### src/rtl/poly_mem_arbiter_pkg.sv
// Shared encapsulation definitions for the polynomial memory arbiter:
// memory geometry defaults, requester indices and the ownership state type.
package poly_mem_arbiter_pkg;

   localparam int AW_DEF = 11;
   localparam int DW_DEF = 13;

   localparam int REQ_TS   = 0;
   localparam int REQ_MULT = 1;
   localparam int REQ_HASH = 2;

   typedef enum logic {
      ARB_IDLE  = 1'b0,
      ARB_OWNED = 1'b1
   } arb_state_t;

endpackage

### src/rtl/poly_mem_arbiter_rr_pick.sv
// Combinational round-robin finder: first set bit of req searching upward
// from ptr+1, wrapping modulo NREQ.
module rr_pick #(
   parameter int NREQ = 3,
   parameter int IDW  = 2
) (
   input  logic [NREQ-1:0] req,
   input  logic [IDW-1:0]  ptr,
   output logic            found,
   output logic [IDW-1:0]  idx
);

   always_comb begin
      found = |req;
      idx   = '0;
      // Scan from the farthest candidate down so the nearest one wins.
      for (int i = NREQ; i >= 1; i--) begin
         if (req[(int'(ptr) + i) % NREQ]) begin
            idx = IDW'((int'(ptr) + i) % NREQ);
         end
      end
   end

endmodule

### src/rtl/poly_mem_arbiter.sv
// Round-robin ownership arbiter for one shared coefficient memory, with an
// owner-steered memory port mux and sticky detection of non-owner writes.
module poly_mem_arbiter
   import poly_mem_arbiter_pkg::*;
#(
   parameter int NREQ = 3,
   parameter int AW   = AW_DEF,
   parameter int DW   = DW_DEF,
   parameter int IDW  = 2
) (
   input  logic             clk,
   input  logic             rst_n,
   input  logic [NREQ-1:0]  req,
   input  logic [NREQ-1:0]  rel,
   input  logic [NREQ*AW-1:0] rd_addr,
   input  logic [NREQ*AW-1:0] wr_addr,
   input  logic [NREQ*DW-1:0] wdata,
   input  logic [NREQ-1:0]  we,
   output logic [NREQ-1:0]  gnt,
   output logic             busy,
   output logic [IDW-1:0]   owner,
   output logic [AW-1:0]    mem_read_address,
   output logic [AW-1:0]    mem_write_address,
   output logic [DW-1:0]    mem_input,
   output logic             write_enable,
   output logic             viol,
   output logic [IDW-1:0]   viol_id,
   output arb_state_t       dbg_state
);

   arb_state_t       r_state;
   logic [NREQ-1:0]  r_gnt;
   logic             r_busy;
   logic [IDW-1:0]   r_owner;
   logic [IDW-1:0]   r_ptr;
   logic             r_viol;
   logic [IDW-1:0]   r_viol_id;

   logic             w_found;
   logic [IDW-1:0]   w_pick;
   logic [NREQ-1:0]  w_owner_oh;
   logic [NREQ-1:0]  w_bad;
   logic [IDW-1:0]   w_bad_id;

   rr_pick #(.NREQ(NREQ), .IDW(IDW)) u_rr_pick (
      .req   (req),
      .ptr   (r_ptr),
      .found (w_found),
      .idx   (w_pick)
   );

   assign w_owner_oh = {{(NREQ-1){1'b0}}, 1'b1} << r_owner;

   // Any write enable not belonging to a current owner is a violation.
   always_comb begin
      w_bad    = we & ~(r_busy ? w_owner_oh : '0);
      w_bad_id = '0;
      for (int k = NREQ - 1; k >= 0; k--) begin
         if (w_bad[k]) begin
            w_bad_id = k[IDW-1:0];
         end
      end
   end

   always_ff @(posedge clk) begin
      if (!rst_n) begin
         r_state   <= ARB_IDLE;
         r_gnt     <= '0;
         r_busy    <= 1'b0;
         r_owner   <= '0;
         r_ptr     <= IDW'(NREQ - 1);
         r_viol    <= 1'b0;
         r_viol_id <= '0;
      end else begin
         case (r_state)
            ARB_IDLE: begin
               if (w_found) begin
                  r_state <= ARB_OWNED;
                  r_owner <= w_pick;
                  r_ptr   <= w_pick;
                  r_gnt   <= {{(NREQ-1){1'b0}}, 1'b1} << w_pick;
                  r_busy  <= 1'b1;
               end
            end
            ARB_OWNED: begin
               // ptr already holds the owner, so it drops to lowest priority.
               if (rel[r_owner]) begin
                  r_state <= ARB_IDLE;
                  r_gnt   <= '0;
                  r_busy  <= 1'b0;
               end
            end
            default: begin
               r_state <= ARB_IDLE;
               r_gnt   <= '0;
               r_busy  <= 1'b0;
            end
         endcase
         if (|w_bad && !r_viol) begin
            r_viol    <= 1'b1;
            r_viol_id <= w_bad_id;
         end
      end
   end

   assign gnt               = r_gnt;
   assign busy              = r_busy;
   assign owner             = r_owner;
   assign viol              = r_viol;
   assign viol_id           = r_viol_id;
   assign dbg_state         = r_state;
   assign mem_read_address  = r_busy ? rd_addr[r_owner*AW +: AW] : '0;
   assign mem_write_address = r_busy ? wr_addr[r_owner*AW +: AW] : '0;
   assign mem_input         = r_busy ? wdata[r_owner*DW +: DW] : '0;
   assign write_enable      = r_busy & we[r_owner];

endmodule
### config.mk
export PLATFORM = sky130hd
export DESIGN_NAME = poly_mem_arbiter
export DESIGN_NICKNAME = d
export VERILOG_FILES = /design/src/rtl/poly_mem_arbiter_pkg.sv /design/src/rtl/poly_mem_arbiter_rr_pick.sv /design/src/rtl/poly_mem_arbiter.sv
export SDC_FILE = /design/constraint.sdc
export NUM_CORES = 1
export LEC_CHECK = 0
export ABC_CLOCK_PERIOD_IN_PS = 5600
export BUFFER_PORTS_ARGS = -buffer_cell sky130_fd_sc_hd__clkbuf_2
export CAP_MARGIN = 20
export CORE_UTILIZATION = 38
export DETAILED_ROUTE_END_ITERATION = 16
export PLACE_DENSITY = 0.95
export SYNTH_ARGS = -nofsm -noshare
export SYNTH_HDL_FRONTEND = slang
export SYNTH_SLANG_ARGS = --single-unit
### constraint.sdc
create_clock -name clk -period 5.6 [get_ports clk]
set_input_delay 0 -clock clk [delete_from_list [all_inputs] [get_ports clk]]
set_output_delay 0 -clock clk [all_outputs]
set_load 0.03 [all_outputs]
* Yosys cells after proc, flatten, opt, wreduce, memory -nomap -nowiden *
Index checks and enable logic that the tools add are counted.

cells by class
  add/sub/neg operators = 3
  multipliers = 2
  div/mod/pow operators = 3
  order comparisons = 4
  eq/ne operators = 2
  shift-type cells = 5
  muxes and demuxes = 32
  bitwise gates (word level) = 4
  reduce and logical (&&, ||, !) cells = 6

operators by type and width
  operator                 count
  $lt A32 B4 Y1 const B    3
  $mod A32 B3 Y32 const B  3
  $shiftx A33 B7 Y11       2
  $shiftx A39 B7 Y13       1
  $mux W11                 2
  $mux W13                 1
  $mul A2 B4 Y6 const B    2
  $mux W1                  12
  $mux W2                  6
  $bmux W1 S2              5
  $mux W3                  3
  $add A2 B2 Y3 const B    2
  $pmux W3 S2              1
  $reduce_or A3 Y1         2
  $shl A1 B2 Y3 const A    2
  $ne A2 B1 Y1 const B     2
  $pmux W1 S2              2
  $reduce_and A2 Y1        2
  $add A2 B1 Y3 const B    1
  $and A3 B3 Y3            1
  $lt A2 B3 Y1 const B     1
  $not A3 Y3               1
  $and A1 B1 Y1            1
  $logic_and A1 B1 Y1      1
  other kinds (2)          2

word-level totals
  bits in registers = 12
  bits in latches = 0
  memory bits (writable) = 0
  memory bits (read-only) = 0
  input bits = 116
  output and inout port bits = 46
  memories = 0

* Logic depth before layout (Yosys ltp) *
  depth in word-level cells = 11
  depth in mapped cells = 8

* Cells and area by module *
From an unflattened synthesis, not the netlist that was laid out.

unflattened totals
  cells, all modules = 245
  area, all modules = 1784.2 µm²

modules (own cells, without submodules)
  module            instances  cells an instance  area each (µm²)  seq. area each (µm²)
  poly_mem_arbiter  1          225                1634.1           220.2
  rr_pick           1          20                 150.1            0.0

* Worst setup path after synthesis *
No wires, ideal clock.

  path type = flip-flop to flip-flop
  from = register, netlist name owner[0]
  to = register r_ptr[1]
  setup time = 0.129 ns
  arrival = 1.962 ns
  setup slack = 3.509 ns
  stages on the path, launching flop included = 9
  path buffers = 2
  cells stage by stage = dfxtp_1 -> buf_6 -> buf_2 -> inv_1 -> ha_1 -> and2_1 -> o311a_1 -> a211oi_1 -> o21ai_0

RTL lines
  item                  line                    text
  end signal, assigned  poly_mem_arbiter.sv:71  r_ptr <= IDW'(NREQ - 1);
  end signal, assigned  poly_mem_arbiter.sv:80  r_ptr <= w_pick;
  end, declared         poly_mem_arbiter.sv:35  logic [IDW-1:0] r_ptr;

==> results.json <==
{
  "status": "completed",
  "post-route-util": 0.643,
  "cts_buffers": 3,
  "synth.avg_cell_area_um2": 6.40,
  "timing_worst_slew_pin_value_ns": 0.611,
  "floorplan.die_area_um2": 4270,
  "worstSetupPathType": "reg2reg",
  "ctsHtreeMaxLevel": 1,
  "crit_fanout": 27,
  "flow.area_growth_from_synthesis_pct": 58.0,
  "critical_path_required_ns": 5.72,
  "min_path_type": "in2reg",
  "cts_max_path_buffers": 2,
  "hold_path_startpoint": "we[0]",
  "clockRootBuffer": "sky130_fd_sc_hd__clkbuf_8",
  "route.final.wire_length_um": 5450,
  "cts.clk_slew.worst_paths_ns": 0.05,
  "finalPower_mw": 0.505,
  "end_kind": "flop",
  "synth-edff-count": 0,
  "antenna_found_initial": 0,
  "layout_worst_path_cycle_share": 0.481,
  "timing.rr.start": "owner[0]$_SDFFE_PN0P_",
  "drv.max_cap_violation_count": 0,
  "grt_pass1_vias": 2066,
  "power_density_nw_per_um2": 210,
  "dominantRegCellSynth": "sky130_fd_sc_hd__dfxtp_1",
  "timing.critical_path.from": "owner[0]$_SDFFE_PN0P_",
  "vias": 2247,
  "post-cts-setup-buffer-count": 0,
  "hpwl_um": 4280,
  "design.final.nets": 510,
  "fill_cells": 320,
  "cell_count_after_synthesis": 238,
  "skew_ns": 0.000574,
  "fin_tns_setup_ns": 0,
  "min_period_ns": 2.69,
  "final_hold_viol_count": 0,
  "synth_warnings": 0,
  "finalSetupViolations": 0,
  "floorplan.die.height_um": 65.3,
  "dieWidth_um": 65.3,
  "maxSlewHeadroom": 0.592,
  "critical_path_endpoint": "r_ptr[1]$_SDFFE_PN1P_",
  "grt_first_pass_wirelength_um": 8360,
  "worstPathCellList": "buf_4 > inv_1 > ha_1 > and2_1 > o311a_1 > a211oi_1 > o21ai_0",
  "synthXorXnorAreaFrac": 0,
  "irDropWorstVdd_mv": 0.135,
  "grt-ovfl-total": 0,
  "gr-usage-all-layers": 0.248,
  "tritoncts": "built",
  "synth_sequential_area_ratio": 0.144,
  "gpl.final_weighted_congestion": 0.829,
  "post_dr_wirelength_cell_um": 12.5,
  "p_leak_nw": 1.29,
  "synthSimpleGateAreaFrac": 0.242,
  "core-area_um2": 3740,
  "clock_latency_ns": 0.24,
  "dr.first_iter.drc_count": 91,
  "routed_via_density": 5.14,
  "max_stage_delay_ns": 0.66,
  "synth_area_um2": 1520,
  "cp.arrival_ns": 2.82,
  "compound_gate_fraction_of_synth_area": 0.247,
  "critical_path.slowest_cell": "sky130_fd_sc_hd__dfxtp_2",
  "yosysUniqueCellTypes": 36,
  "antenna-diode-count": 0,
  "io_pins": 162,
  "mappedNetlistNets": 358,
  "ff2ff_path_depth": 7,
  "postSynthRegisterBits": 11,
  "rr_endpoint": "r_ptr[1]$_SDFFE_PN1P_",
  "async_reset_ff_frac": 0,
  "fmaxAchievable_ghz": 0.371,
  "initial_utilization": 0.407,
  "std_cell_rows": 22,
  "grt_start_max_net_pins": 41,
  "drt_pass1_iterations": 4,
  "post_route_cells_drive_above_1_share": 0.445,
  "portBuffers": 161,
  "drcViolationCount": 0,
  "synth_adder_area_share": 0.0328,
  "finalMaxSlewViolations": 0,
  "synth.area.mux_share": 0.246,
  "ff2ff_setup_slack_ns": 2.91,
  "grt_setup_unrepaired": "false",
  "clkSinkCount": 11,
  "crit_path_start_kind": "flop",
  "route.antenna.remaining_nets": 0,
  "dominant_combinational_cell_family_by_area_after_synthesis": "compound AO/OA/AOI/OAI gates"
}
per-layer routing:
layer | share of wire | global-route usage | vias up
li1 | - | - | 1118
met2 | 0.54 | 0.505 | 111
met1 | 0.37 | 0.242 | 1001
met4 | 0.031 | 0.117 | 0
met3 | 0.057 | 0.0243 | 17
met5 | 0 | 0 | -
cell usage in the layout (no fill, tap or decap), types with 2 or more instances in the layout:
cell	n
sky130_fd_sc_hd__a211oi_1	3
sky130_fd_sc_hd__buf_4	3
sky130_fd_sc_hd__o21ai_0	3
sky130_fd_sc_hd__inv_1	11
sky130_fd_sc_hd__ha_1	4
sky130_fd_sc_hd__o22ai_1	2
sky130_fd_sc_hd__mux2i_1	36
sky130_fd_sc_hd__nand2_1	5
sky130_fd_sc_hd__clkbuf_8	3
sky130_fd_sc_hd__nor2_1	77
sky130_fd_sc_hd__nor2b_1	3
sky130_fd_sc_hd__dfxtp_1	10
sky130_fd_sc_hd__a21oi_1	43
sky130_fd_sc_hd__clkbuf_2	161
kinds of logic after synthesis:
| family | Yosys count |
|---|---|
| and+or+nand+nor | 92 |
| DFF | 11 |
| AOI/OAI and AO/OA | 64 |
| muxes | 37 |
| adders and majority gates | 4 |
| buffers and inverters | 30 |
how the worst min path moves through the flow:
stage	to	slack, ns	depth (start not counted)
6_report	viol$_SDFFE_PN0P_	0.07	3
5_1_grt	viol$_SDFFE_PN0P_	0.07	3
2_1_floorplan	r_ptr[1]$_SDFFE_PN1P_	0.08	1
3_5_place_dp	r_ptr[1]$_SDFFE_PN1P_	0.23	2
4_1_cts	viol$_SDFFE_PN0P_	0.06	3
3_3_place_gp	r_ptr[1]$_SDFFE_PN1P_	0.22	2
what timing repair did:
action / in CTS / in global routing
hold buffers: 1 / 0
hold endpoints to repair: 1 / 0
gates resized for setup: 0 / 0
synthesized netlist by cell type, drive strengths merged, types with 2 or more instances:
cell    instances  area [um2]
a211oi          3        22.5
inv            11        41.3
nor2           77         289
nand2           5        18.8
clkbuf          9        33.8
ha              4        50.1
a21oi          44         224
nor2b           4        25.0
o21ai           3        15.0
o22ai           2        12.5
dfxtp          11         220
mux2i          36         360
buf            10        57.6
worst max-delay path, delay by kind of cell, from the launching register on:
kind	cells	cell delay, ns
flops	1	0.66
compound gates	3	0.75
fa+ha+maj	1	0.37
simple gates	1	0.17
buf+inv	2	0.60
sequential cells by signal, summed over array words and instances (netlist names):
name / flops
busy: 1
dbg_state: 1
gnt: 3
owner: 2
r_ptr: 1
viol: 1
viol_id: 2
power breakdown:
group	total (mW)	internal, mW	switching (mW)	leakage (nW)
registers	0.0994	0.0872	0.0123	0.0915
logic	0.322	0.123	0.199	1.18
clock network	0.0841	0.0503	0.0338	0.0228
total	0.505	0.260	0.245	1.29
final cells by class:
| cell class | count | area [um2] | area share |
|---|---|---|---|
| Timing Repair Buffer | 166 | 866 | 0.360 |
| Tap cell | 48 | 60.1 | 0.0249 |
| Inverter | 11 | 41.3 | 0.0172 |
| Multi-Input combinational cell | 197 | 1170 | 0.488 |
| Sequential cell | 11 | 221 | 0.0920 |
| Clock buffer | 4 | 45.0 | 0.0187 |
through the flow:
step / worst slack (ns) / cells / instance area, um2 / hold WS [ns]
6_report: 2.91 / 437 / 2410 / 0.0709
5_1_grt: 2.72 / 437 / 2410 / 0.0704
4_1_cts: 2.91 / 437 / 2410 / 0.0584
3_5_place_dp: 2.91 / 432 / 2350 / 0.227
3_3_place_gp: 3.00 / 431 / 2320 / 0.217
2_1_floorplan: 3.51 / 238 / 1520 / 0.0762
Note: power is estimated with default switching activity, not from simulation.
